File: config.mk
export PLATFORM = sky130hd
export DESIGN_NAME = mips_instr_encoder
export DESIGN_NICKNAME = d
export VERILOG_FILES = /design/src/rtl/mips_instr_encoder.sv
export SDC_FILE = /design/constraint.sdc
export NUM_CORES = 1
export LEC_CHECK = 0
export BUFFER_PORTS_ARGS = -buffer_cell sky130_fd_sc_hd__buf_4
export CAP_MARGIN = 30
export CORE_ASPECT_RATIO = 0.6
export CORE_MARGIN = 10
export CORE_UTILIZATION = 55
export DETAILED_ROUTE_END_ITERATION = 7
export GPL_ROUTABILITY_DRIVEN = 1
export GPL_TIMING_DRIVEN = 0
export PLACE_DENSITY_LB_ADDON = 0.15
export SETUP_SLACK_MARGIN = 0.02
export SLEW_MARGIN = 20
export SYNTH_ARGS = -nofsm -noshare
export SYNTH_HDL_FRONTEND = slang
export SYNTH_SLANG_ARGS = --single-unit
File: constraint.sdc
create_clock -name clk -period 4.8 [get_ports clk]
set_input_delay 0.24 -clock clk [delete_from_list [all_inputs] [get_ports clk]]
set_output_delay 0.24 -clock clk [all_outputs]
set_load 0.02 [all_outputs]
File: src/rtl/mips_instr_encoder.sv
// Turns symbolic MIPS requests into 32-bit instruction words and streams them, with byte
// addresses, through a 2-entry buffer to an instruction-memory writer.
module mips_instr_encoder #(
  parameter int unsigned             ADDR_W    = 32,
  parameter logic [ADDR_W-1:0]       BASE_ADDR = '0,
  parameter int unsigned             MAX_WORDS = 64
) (
  input  logic              clk,
  input  logic              reset,
  input  logic              restart,
  input  logic              in_valid,
  output logic              in_ready,
  input  logic [3:0]        in_op,
  input  logic [4:0]        in_rs,
  input  logic [4:0]        in_rt,
  input  logic [4:0]        in_rd,
  input  logic [25:0]       in_imm,
  output logic              out_valid,
  input  logic              out_ready,
  output logic [31:0]       out_instr,
  output logic [ADDR_W-1:0] out_addr,
  output logic [15:0]       word_count,
  output logic              done,
  output logic              err_illegal
);

  typedef enum logic {RUN, HALT} state_e;

  state_e             state_q;
  logic [1:0][31:0]   fifo_q;
  logic               rd_ptr_q, wr_ptr_q;
  logic [1:0]         cnt_q;
  logic [ADDR_W-1:0]  addr_q;
  logic [15:0]        wcnt_q, pushed_q;
  logic               err_q;

  logic [31:0] enc_word;
  logic        enc_legal;
  logic        accept, push, pop, last_pop;

  always_comb begin
    enc_word  = '0;
    enc_legal = 1'b1;
    case (in_op)
      4'd0:    enc_word = {6'h00, in_rs, in_rt, in_rd, 5'd0, 6'h20};
      4'd1:    enc_word = {6'h00, in_rs, in_rt, in_rd, 5'd0, 6'h22};
      4'd2:    enc_word = {6'h00, in_rs, in_rt, in_rd, 5'd0, 6'h24};
      4'd3:    enc_word = {6'h00, in_rs, in_rt, in_rd, 5'd0, 6'h25};
      4'd4:    enc_word = {6'h00, in_rs, in_rt, in_rd, 5'd0, 6'h2A};
      4'd5:    enc_word = {6'h23, in_rs, in_rt, in_imm[15:0]};
      4'd6:    enc_word = {6'h2B, in_rs, in_rt, in_imm[15:0]};
      4'd7:    enc_word = {6'h04, in_rs, in_rt, in_imm[15:0]};
      4'd8:    enc_word = {6'h08, in_rs, in_rt, in_imm[15:0]};
      4'd9:    enc_word = {6'h02, in_imm};
      default: enc_legal = 1'b0;
    endcase
  end

  // Budget is counted on pushes so the block never encodes more than MAX_WORDS words.
  assign in_ready   = (state_q == RUN) && (cnt_q != 2'd2) &&
                      (pushed_q < 16'(MAX_WORDS)) && !restart;
  assign accept     = in_valid && in_ready;
  assign push       = accept && enc_legal;
  assign out_valid  = (state_q == RUN) && (cnt_q != 2'd0);
  assign pop        = out_valid && out_ready && !restart;
  assign last_pop   = pop && ((wcnt_q + 16'd1) == 16'(MAX_WORDS));

  assign out_instr   = out_valid ? fifo_q[rd_ptr_q] : 32'd0;
  assign out_addr    = addr_q;
  assign word_count  = wcnt_q;
  assign done        = (state_q == HALT);
  assign err_illegal = err_q;

  always_ff @(posedge clk or posedge reset) begin
    if (reset) begin
      state_q  <= RUN;
      fifo_q   <= '0;
      rd_ptr_q <= 1'b0;
      wr_ptr_q <= 1'b0;
      cnt_q    <= 2'd0;
      addr_q   <= BASE_ADDR;
      wcnt_q   <= 16'd0;
      pushed_q <= 16'd0;
      err_q    <= 1'b0;
    end else if (restart) begin
      state_q  <= RUN;
      rd_ptr_q <= 1'b0;
      wr_ptr_q <= 1'b0;
      cnt_q    <= 2'd0;
      addr_q   <= BASE_ADDR;
      wcnt_q   <= 16'd0;
      pushed_q <= 16'd0;
      err_q    <= 1'b0;
    end else begin
      if (push) begin
        fifo_q[wr_ptr_q] <= enc_word;
        wr_ptr_q         <= ~wr_ptr_q;
        pushed_q         <= pushed_q + 16'd1;
      end
      if (accept && !enc_legal) err_q <= 1'b1;
      if (pop) begin
        rd_ptr_q <= ~rd_ptr_q;
        addr_q   <= addr_q + ADDR_W'(4);
        wcnt_q   <= wcnt_q + 16'd1;
      end
      case ({push, pop})
        2'b10:   cnt_q <= cnt_q + 2'd1;
        2'b01:   cnt_q <= cnt_q - 2'd1;
        default: cnt_q <= cnt_q;
      endcase
      if (last_pop) state_q <= HALT;
    end
  end

endmodule

==> impl_metrics.ini, run 1 <==
[yosys]
ys_warn_count = 0
ys_top_cells_by_area = dfrtp_1 (51%), nand2_1 (5.6%), mux2i_1 (5.4%)
synth_top_cell_by_area = dfrtp_1
synth_compound_area_share_pct = 11.40
synthSimpleGateAreaFrac_pct = 21.40
synth_xor_xnor_area_share_pct = 5.671
syn_area_per_cell_um2 = 9.217
synth_fa_ha_area_share_pct = 0.5928
syn_area_um2 = 6332
netlist.area_leader.share_pct = 50.58
synth_top_family_by_area = simple AND/OR/NAND/NOR gates
synthDistinctLibCells = 50
synthMuxAreaShare_pct = 6.086
synth-seq-cells = 128
synth_seq_area_share_pct = 50.58
synthCells = 687

[detailed_routing]
wl_per_cell_um = 18.45
firstDrtPassIters = 5
drt_iter0_drc = 457
routed_wirelength_um = 18350
drc = 0
drt.antenna.violating_nets = 0
vias_per_cell = 5.781
num_vias = 5752

[pwr]
power_density_nw_per_um2 = 444.9
ir_drop_mv = 0.3480
power_frac_seq_pct = 37.2
netSwitchingFraction_pct = 32.04
p_leak_uw = 0.003669
p_switching_uw = 1161
power_frac_comb_pct = 25.2
power.share.clock_pct = 37.6
p_int_uw = 2463

[global_route]
overflow = 0
grt_usage_pct = 22.54
grt_pass1_wl_um = 29410
first_global_vias = 5909
antenna_found_initial = 0
grt_max_degree = 80

[setup_path]
cp_max_fo = 10
crit_chain = clkbuf_1 > buf_1 > mux2i_1 > nor2_1 > buf_4 > buf_4
r2r_slack_ns = 2.32
reg2reg_to = fifo_q[56]$_DFFE_PP0P_
arrival_ns = 2.27
r2r_cells = 8
cp_slowest_cell = buf_1
endpoint = out_instr[31]
critPathMostFrequentCell = buf_4
critical_path.startpoint = rd_ptr_q$_DFFE_PP0N_
max_stage_delay_ns = 0.66
cp.depth = 6
crit_family = buffers and inverters
regToRegStartpoint = pushed_q[12]$_DFFE_PP0P_
start_kind = flop
endpoint_kind = output port
cp.buffers_inverters = 4
criticalPathCategory = reg -> out
cp.required_ns = 4.56

[timing]
maxSlewViolCount = 0
finalSetupTns_ns = 0
worst_slew_pin_slew_ns = 0.8536
timing.final.crit_period_ns = 2.512
fin_skew_ns = 0.008503
rsz0062_at_grt = no
hold_violations = 0
setup_viol = 0
post-route-period-util_pct = 52.33
slew_headroom_pct = 43.10
max_freq_mhz = 398.1

[placed_design]
globalplace.congestion = 0.8582
io_buffers = 129
dp_hpwl_um = 13260
place_area_um2 = 7521
dp_cells = 963

[cts]
cts_num_sinks = 128
clock_path_buffers = 2
clk_latency_ns = 0.41
clk_pin_slew_ns = 0.06
cts_root_buffer = clkbuf_16
htreeDepth = 4
cts_made_buffers = 17
cts_tree = built

[floorplanning]
ios = 134
dieArea_um2 = 16350
fp.dieW_um = 158.5
fp-row-count = 30
floorplan.initialDensity_pct = 56.23
core_region_area_um2 = 11260
die_h_um = 103.1

[final_layout]
fin_area_um2 = 8147
final_nets = 892
fillers = 821
final_util_pct = 72.34
stdcell_count = 995
multi_input_area_um2 = 2870
synthToLayoutAreaGrowth_pct = 28.65
n_antenna_cell = 0
drive_above_1_share_pct = 21.03
seqCellArea_um2 = 3203

[hold_path]
hold_class = in -> reg

[outcome]
status = complete, no violations

[job]
maxCapViolCount = 0
[how the worst min path moves through the flow]
stage / from / endpoint / slack (ns) / cells after the start
2_1_floorplan: in_imm[10] / fifo_q[10]$_DFFE_PP0P_ / 0.39 / 2
3_3_place_gp: fifo_q[45]$_DFFE_PP0P_ / fifo_q[45]$_DFFE_PP0P_ / 0.46 / 2
3_5_place_dp: reset / word_count[9]$_DFFE_PP0N_ / 0.31 / 2
4_1_cts: in_imm[7] / fifo_q[39]$_DFFE_PP0P_ / 0.09 / 3
5_1_grt: in_imm[7] / fifo_q[39]$_DFFE_PP0P_ / 0.12 / 3
6_report: in_imm[7] / fifo_q[39]$_DFFE_PP0P_ / 0.11 / 3
[kinds of logic (layout without fill, tap and decap cells)]
| family | count (synthesis) | count (layout) |
|---|---|---|
| AND/OR/NAND/NOR | 284 | 284 |
| flip-flops | 128 | 128 |
| AO/OA/AOI/OAI | 126 | 126 |
| buffers and inverters | 66 | 228 |
| XOR/XNOR | 41 | 41 |
| multiplexers | 38 | 38 |
| adder cells (fa/ha/maj) | 3 | 3 |
| other | 1 | 3 |
[registers in the layout (all words and copies together) (netlist names)]
| name | cells |
|---|---|
| cnt_q | 2 |
| out_addr | 30 |
| pushed_q | 16 |
| word_count | 16 |
| wr_ptr_q | 1 |
| fifo_q | 60 |
| done | 1 |
| rd_ptr_q | 1 |
| err_illegal | 1 |
[per-stage QoR]
| stage | setup WS, ns | total power [uW] | hold slack [ns] |
|---|---|---|---|
| after global placement | -0.1261 | 2229 | 0.4612 |
| after detailed placement | 2.417 | 2266 | 0.3124 |
| final | 2.288 | 3624 | 0.1086 |
| after CTS | 2.299 | 3630 | 0.09223 |
| after global routing | 2.173 | 3789 | 0.1175 |
| after floorplan | 1.147 | 1921 | 0.3931 |
[cell usage in the layout, fill, tap and decap left out, types with 13 or more instances in the layout]
| master | instances |
|---|---|
| dfrtp_1 | 128 |
| nor4_1 | 14 |
| nand2_1 | 95 |
| o21ai_0 | 66 |
| nand3_1 | 13 |
| a21oi_1 | 25 |
| nor2_1 | 79 |
| inv_1 | 14 |
| buf_4 | 133 |
| clkbuf_16 | 17 |
| nor2b_1 | 15 |
| xnor2_1 | 26 |
| a22oi_1 | 15 |
| nand4_1 | 14 |
| xor2_1 | 15 |
| mux2i_1 | 34 |
| clkbuf_1 | 40 |
[synth_stat cells, drive strengths merged]
cell type and count:
a41o 1, or3 8, a22oi 15, xnor2 26
and2 1, nand2b 5, nand3b 1, o21bai 2
and4 2, nand4 16, and3b 1, a31oi 3
conb 1, nor4b 1, or4 7, o211ai 1
or3b 1, buf 11, a211oi 1, xor2 15
mux2i 34, nor2 79, a21oi 25, or2 4
nor3b 2, and3 6, o22a 1, ha 3
or4bb 1, o2111ai 1, a2111oi 1, nand2 95
nor2b 15, clkbuf 39, o22ai 1, mux2 4
nor4 14, dfrtp 128, inv 16, nor3 12
o31ai 6, o21ai 66, o32ai 2, nand3 13
[tightest hold or removal path, cell delays in order]
cell	delay, ns
buf_4	0.11
nand2_1	0.05
o21ai_0	0.07
[power groups by stage]
stage	Clock, uW	Combinational [uW]	Sequential [uW]
after global routing	1430	997	1360
after global placement	0	876	1350
after floorplan	0	570	1350
final	1360	914	1350
after detailed placement	0	903	1360
after CTS	1370	913	1350
[per-layer routing]
layer / up-vias / wire length [um] / track usage, %
met3: 18 / 1398 / 6.500
met2: 215 / 8456 / 35.50
met5: - / 0 / 0
met1: 2851 / 8303 / 30.24
li1: 2668 / - / -
met4: 0 / 195 / 5.245
[what timing repair did]
item                                   4_1_cts  5_1_grt
hold buffers                                 1        0
setup buffers                                0        0
resized for setup                            0        0
endpoints found under the hold margin       49        0
[layout make-up]
| type | instances | share of cell area (%) |
|---|---|---|
| sequential | 128 | 39.32 |
| multi-input combinational | 495 | 35.23 |
| timing repair buffer | 131 | 12.35 |
| clock buffer | 18 | 5.268 |
| buffer | 50 | 2.534 |
| clock inverter | 13 | 2.288 |
| tap | 144 | 2.212 |
| inverter | 16 | 0.7986 |
No activity file was read; power rests on OpenSTA's default activity.
==> run 2, diff against run 1 <==
==> constraint.sdc (replaced) <==
create_clock -name clk -period 2.4 [get_ports clk]
set_input_delay 0.12 -clock clk [delete_from_list [all_inputs] [get_ports clk]]
set_output_delay 0.12 -clock clk [all_outputs]
set_load 0.02 [all_outputs]
==> run 2 against run 1 <==
  * Clock skew is 0.0052 ns higher
  * Worst setup slack worse by 2.2 ns
  * Highest routed layer unchanged
  * Flip-flop and latch count stayed put
  * Largest power group is now sequential cells
  * Cell area is 1.8% higher
==> impl_metrics.ini, run 2 (synthesis results as in run 1) <==
[final_layout]
largest_reg_flops = 60
stdcell_count = 1005
drive_above_1_share_pct = 22.42
multi_input_area_um2 = 2908
synthToLayoutAreaGrowth_pct = 30.94
seqCellArea_um2 = 3203
final_util_pct = 73.63
final_cell_mix = buf_4 (134), dfrtp_1 (128), nand2_1 (95)
regMostFlops = fifo_q
fin_area_um2 = 8292
n_antenna_cell = 0
mostFrequentLayoutCell = buf_4
fillers = 837
final_nets = 901

[timing]
rsz0062_at_grt = yes
fin_skew_ns = 0.01366
max_freq_mhz = 436.1
setup_viol = 0
timing.final.crit_period_ns = 2.293
post-route-period-util_pct = 95.55
maxSlewViolCount = 0
slew_headroom_pct = 48.18
hold_violations = 0
worst_slew_pin_slew_ns = 0.7773
finalSetupTns_ns = 0

[setup_path]
cp_slowest_cell = or4_1
critPathMostFrequentCell = clkbuf_1
arrival_ns = 2.56
r2r_cells = 7
start_kind = flop
cp_max_fo = 10
crit_family = simple AND/OR/NAND/NOR gates
r2r_slack_ns = 0.11
endpoint_kind = flop
reg2reg_to = fifo_q[6]$_DFFE_PP0P_
criticalPathCategory = reg -> reg
cp.buffers_inverters = 2
cp.required_ns = 2.67
crit_chain = nor4_2 > o2111ai_1 > or4_1 > clkbuf_1 > clkbuf_1 > nand2_1 > o21ai_0
regToRegStartpoint = pushed_q[13]$_DFFE_PP0P_
max_stage_delay_ns = 0.44

[detailed_routing]
wl_per_cell_um = 18.51
drc = 0
routed_wirelength_um = 18610
num_vias = 5866
vias_per_cell = 5.837
drt.antenna.violating_nets = 0
drt_iter0_drc = 486
firstDrtPassIters = 5

[floorplanning]
die_h_um = 103.1
fp.dieW_um = 158.5
core_region_area_um2 = 11260
dieArea_um2 = 16350
ios = 134
floorplan.initialDensity_pct = 56.23
fp-row-count = 30

[pwr]
power_frac_comb_pct = 26.3
p_switching_uw = 2378
power_frac_seq_pct = 37.9
power.share.clock_pct = 35.8
ir_drop_mv = 0.6000
p_int_uw = 4775
power_density_nw_per_um2 = 862.6
netSwitchingFraction_pct = 33.24
finalPower_uw = 7153
p_leak_uw = 0.003736

[global_route]
grt_pass1_wl_um = 29590
grt_usage_pct = 22.75
overflow = 0
antenna_found_initial = 0
first_global_vias = 5861
grt_max_degree = 35

[cts]
cts_made_buffers = 17
htreeDepth = 4
cts_root_buffer = clkbuf_16
clk_pin_slew_ns = 0.06
clk_latency_ns = 0.42
cts_tree = built
clock_path_buffers = 2
cts_num_sinks = 128

[hold_path]
hold_depth = 3
hold_class = in -> reg
hold_path.startpoint = in_imm[4]
worstHoldEndpoint = fifo_q[36]$_DFFE_PP0P_

[outcome]
status = complete, no violations

[placed_design]
dp_cells = 966
dp_hpwl_um = 13430
globalplace.congestion = 0.8730
io_buffers = 129
place_area_um2 = 7587

[job]
maxCapViolCount = 0
run 2: changes by cell type in the layout (fill, tap and decap cells not counted), sizes merged:
cell,previous run,this run
dlygate4sd3,1,6
clkinv,3,7
buf,141,144
bufinv,4,2
clkbuf,57,56
clkdlybuf4s15,0,1
run 2: through the flow:
stage | hold WS [ns] | worst slack (ns)
2_1_floorplan | 0.2731 | 0.2272
3_3_place_gp | 0.3990 | -0.05480
3_5_place_dp | 0.1868 | -0.0004332
4_1_cts | 0.005235 | 0.02659
5_1_grt | 0.02792 | 0.01178
6_report | 0.009650 | 0.1069
run 2: power by group through the flow:
stage	registers, uW	clock network [uW]	logic, uW
after floorplan	2700	0	1140
after global placement	2710	0	1750
after detailed placement	2730	0	1820
after CTS	2700	2570	1850
after global routing	2750	2680	2060
final	2710	2560	1880
run 2: what timing repair did:
action,in CTS,in global routing
setup buffers,0,1
setup endpoints to repair,11,45
hold buffers,6,0
resized for setup,3,10
hold endpoints to repair,25,0
run 2: layer usage:
layer | GRT usage, % | vias to the layer above | share of wire, %
met5 | 0 | - | 0
met4 | 8.505 | 0 | 1.8
met3 | 5.667 | 34 | 8.0
met2 | 34.60 | 251 | 46
met1 | 30.89 | 2897 | 44
li1 | - | 2684 | -
run 2: final cells by class:
| cell class | instances | area share, % |
|---|---|---|
| sequential | 128 | 38.63 |
| multi-input combinational | 495 | 35.07 |
| timing repair buffer | 140 | 13.64 |
| clock buffer | 17 | 5.131 |
| buffer | 50 | 2.626 |
| tap | 144 | 2.173 |
| clock inverter | 15 | 1.962 |
| inverter | 16 | 0.7696 |
run 2: worst max-delay path by stage:
stage	from	end	slack (ns)	cells after the start
after floorplan	done$_DFFE_PP0P_	out_addr[29]$_DFFE_PP0N_	0.23	7
after global placement	reset	fifo_q[51]$_DFFE_PP0P_	-0.05	2
after detailed placement	pushed_q[13]$_DFFE_PP0P_	fifo_q[51]$_DFFE_PP0P_	-0.0004	8
after CTS	done$_DFFE_PP0P_	out_addr[27]$_DFFE_PP0N_	0.03	7
after global routing	rd_ptr_q$_DFFE_PP0N_	out_instr[16]	0.01	5
final	pushed_q[13]$_DFFE_PP0P_	fifo_q[6]$_DFFE_PP0P_	0.11	7
run 2: worst register-to-register path, cell delays in order, from the launching register on:
cell and delay (ns):
dfrtp_1 0.39, nor4_2 0.36, o2111ai_1 0.24, or4_1 0.44, clkbuf_1 0.17, clkbuf_1 0.30
nand2_1 0.15, o21ai_0 0.11
==> run 3, diff against run 2 <==
--- a/config.mk
+++ b/config.mk
@@ -5,11 +5,13 @@
 export SDC_FILE = /design/constraint.sdc
 export NUM_CORES = 1
 export LEC_CHECK = 0
+export ABC_AREA = 1
 export BUFFER_PORTS_ARGS = -buffer_cell sky130_fd_sc_hd__buf_4
 export CAP_MARGIN = 30
 export CORE_ASPECT_RATIO = 0.6
 export CORE_MARGIN = 10
-export CORE_UTILIZATION = 55
+export CORE_UTILIZATION = 56
+export CTS_CLUSTER_DIAMETER = 100
 export DETAILED_ROUTE_END_ITERATION = 7
 export GPL_ROUTABILITY_DRIVEN = 1
 export GPL_TIMING_DRIVEN = 0
==> run 3 against run 2 <==
  * Worst setup slack improved by 0.089 ns
  * Count of clock-buffer cells in the layout increased by 2
  * First-iteration DRC count increased by 39%
  * Fmax increased by 4.0%
  * Die area increased by 6.2%
  * Global-route usage increased by 0.93 points
  * Via count increased by 19%
  * Sequential power increased by 4%
  * Clock power increased by 12%
==> impl_metrics.ini, run 3 <==
[outcome]
status = complete, no violations

[yosys]
synth_edf_count = 0
synth_seq_area_share_pct = 46.24
yosysMostFrequentCell = nand2_1
syn_area_um2 = 6927
synthDistinctLibCells = 41
ys_top_cells_by_area = dfrtp_1 (46%), nand2_1 (18%), inv_1 (6.9%)
synthFlopType = dfrtp_1
async_flop_share_pct = 100.0
synth-seq-cells = 128
synth_commonest_cells = nand2_1 (330), dfrtp_1 (128), inv_1 (127), nor2_1 (96), o21ai_0 (62)
syn_area_per_cell_um2 = 7.126
netlist.area_leader.share_pct = 46.24
synthCells = 972
synth_top_cell_by_area = dfrtp_1
ys_warn_count = 0

[cts]
cts_root_buffer = clkbuf_16
cts_made_buffers = 17
cts_num_sinks = 128
clk_pin_slew_ns = 0.06
htreeDepth = 4
clock_path_buffers = 2
cts_setup_buffers = 0
clk_latency_ns = 0.42
cts_tree = built

[job]
maxCapViolCount = 0

[setup_path]
max_stage_delay_ns = 0.50
arrival_ns = 2.08
crit_chain = clkinv_2 > clkbuf_1 > nand2_1 > nand2_1 > nand2_1 > inv_1 > buf_4 > buf_4
endpoint = out_instr[31]
regToRegStartpoint = done$_DFFE_PP0P_
r2r_cells = 5
cp_slowest_cell = dfrtp_2
r2r_slack_ns = 0.34
reg2reg_to = word_count[8]$_DFFE_PP0N_
start_kind = flop
cp.required_ns = 2.28
criticalPathCategory = reg -> out
critical_path.startpoint = rd_ptr_q$_DFFE_PP0N_
cp_max_fo = 10
critPathMostFrequentCell = nand2_1
endpoint_kind = output port

[timing]
maxSlewViolCount = 0
post-route-period-util_pct = 91.84
max_freq_mhz = 453.7
hold_violations = 0
fin_skew_ns = 0.008384
rsz0062_at_grt = no
worst_slew_pin_slew_ns = 0.8702
setup_viol = 0
timing.final.crit_period_ns = 2.204
slew_headroom_pct = 41.60

[pwr]
finalPower_uw = 7859
power_density_nw_per_um2 = 886.1
p_leak_uw = 0.004535
ir_drop_mv = 0.6217

[floorplanning]
ios = 134
floorplan.initialDensity_pct = 57.42
die_h_um = 106.1
core_region_area_um2 = 12060
dieArea_um2 = 17360
fp-row-count = 31
fp.dieW_um = 163.6

[global_route]
first_global_vias = 6575
overflow = 0
grt_pass1_wl_um = 33470
antenna_found_initial = 0
grt_max_degree = 35
grt_usage_pct = 23.68

[placed_design]
place_area_um2 = 8200
dp_cells = 1272
dp_hpwl_um = 15440
io_buffers = 129
globalplace.congestion = 0.9523

[final_layout]
drive_above_1_share_pct = 18.26
fin_area_um2 = 8870
final_nets = 1180
largest_reg_flops = 60
stdcell_count = 1304
final_cell_mix = nand2_1 (330), buf_4 (136), dfrtp_1 (127)
regMostFlops = fifo_q
synthToLayoutAreaGrowth_pct = 28.05
mostFrequentLayoutCell = nand2_1
n_antenna_cell = 0

[detailed_routing]
firstDrtPassIters = 5
vias_per_cell = 5.342
drt_iter0_drc = 677
wl_per_cell_um = 16.02
num_vias = 6966
routed-wl-met3_um = 2152
met2_length_um = 8747
routed_wirelength_um = 20890
dr.max_layer_used = met4
wl_met1_um = 9734
drt.antenna.violating_nets = 0
drc = 0

[hold_path]
hold_class = in -> reg
run 3: cell types whose count changed in the layout (fill, tap and decap cells not counted), sizes merged, moves of 13 or more:
cell and delta:
nand2 +239, inv +113, mux2i -34, nand3 +33, o21ai +33, clkbuf -25, xnor2 -25, nor2 +22
nor2b -15, nor4 -13
run 3: cell type report:
class,instances,area (um^2)
well taps,165,206.4
clock inverters,12,207.7
flip-flops and latches,128,3204
fillers,965,3193
multi-input cells,678,3039
plain buffers,35,187.7
inverters,132,505.5
repair buffers,135,1076
clock buffers,19,442.9
run 3: worst max-delay path: cells and delay by family, from the launching register on:
family                 cells  cell delay, ns
flip-flops                 1            0.50
AND/OR/NAND/NOR            3            0.25
buffers and inverters      5            0.92
run 3: per-stage QoR:
step                      util (%)  worst slack [ns]  hold WS, ns  TNS [ns]
final                        73.53            0.1959     0.006286         0
after global routing         73.53           0.08245      0.02911         0
after CTS                    73.52            0.1411    0.0006677         0
after detailed placement     67.98            0.2467       0.1760         0
after global placement       67.25           -0.1008       0.4288    -11.24
after floorplan                  -            0.6988       0.2836         0
run 3: per-layer routing:
metal	track usage, %	vias to the layer above
li1	-	3388
met1	34.38	3205
met2	33.97	342
met3	6.163	31
met4	6.798	0
met5	0	-
run 3: cell families after synthesis:
logic type | after synthesis | synth area share [%]
AOI/OAI and AO/OA | 149 | 12.01
xor gates and xnor gates | 4 | 0.5059
adders and majority gates | 3 | 0.5420
buffers and inverters | 168 | 9.989
DFF | 128 | 46.24
other | 1 | 0.05414
and+or+nand+nor | 519 | 30.65
run 3: timing repair:
item                                   4_1_cts  5_1_grt
resized for setup                            1        1
gates cloned                                 0        0
hold buffers                                 2        0
setup endpoints to repair                   19        2
endpoints found under the hold margin       20        0
pin swaps                                    0        0
run 3: worst min-delay path by stage:
stage	from	endpoint	slack, ns	depth (start not counted)
finish	in_rd[1]	fifo_q[44]$_DFFE_PP0P_	0.006	3
global route	in_rd[1]	fifo_q[44]$_DFFE_PP0P_	0.03	3
CTS	in_rd[1]	fifo_q[44]$_DFFE_PP0P_	0.0007	3
detailed placement	reset	fifo_q[36]$_DFFE_PP0P_	0.18	2
global placement	in_imm[10]	fifo_q[42]$_DFFE_PP0P_	0.43	3
floorplan	in_op[0]	fifo_q[61]$_DFFE_PP0P_	0.28	3
run 3: power by group:
part           internal, uW  switching, uW  total, uW
clock network          1870           1000       2880
logic                   779           1380       2160
registers              2570            255       2830
total                  5230           2630       7860
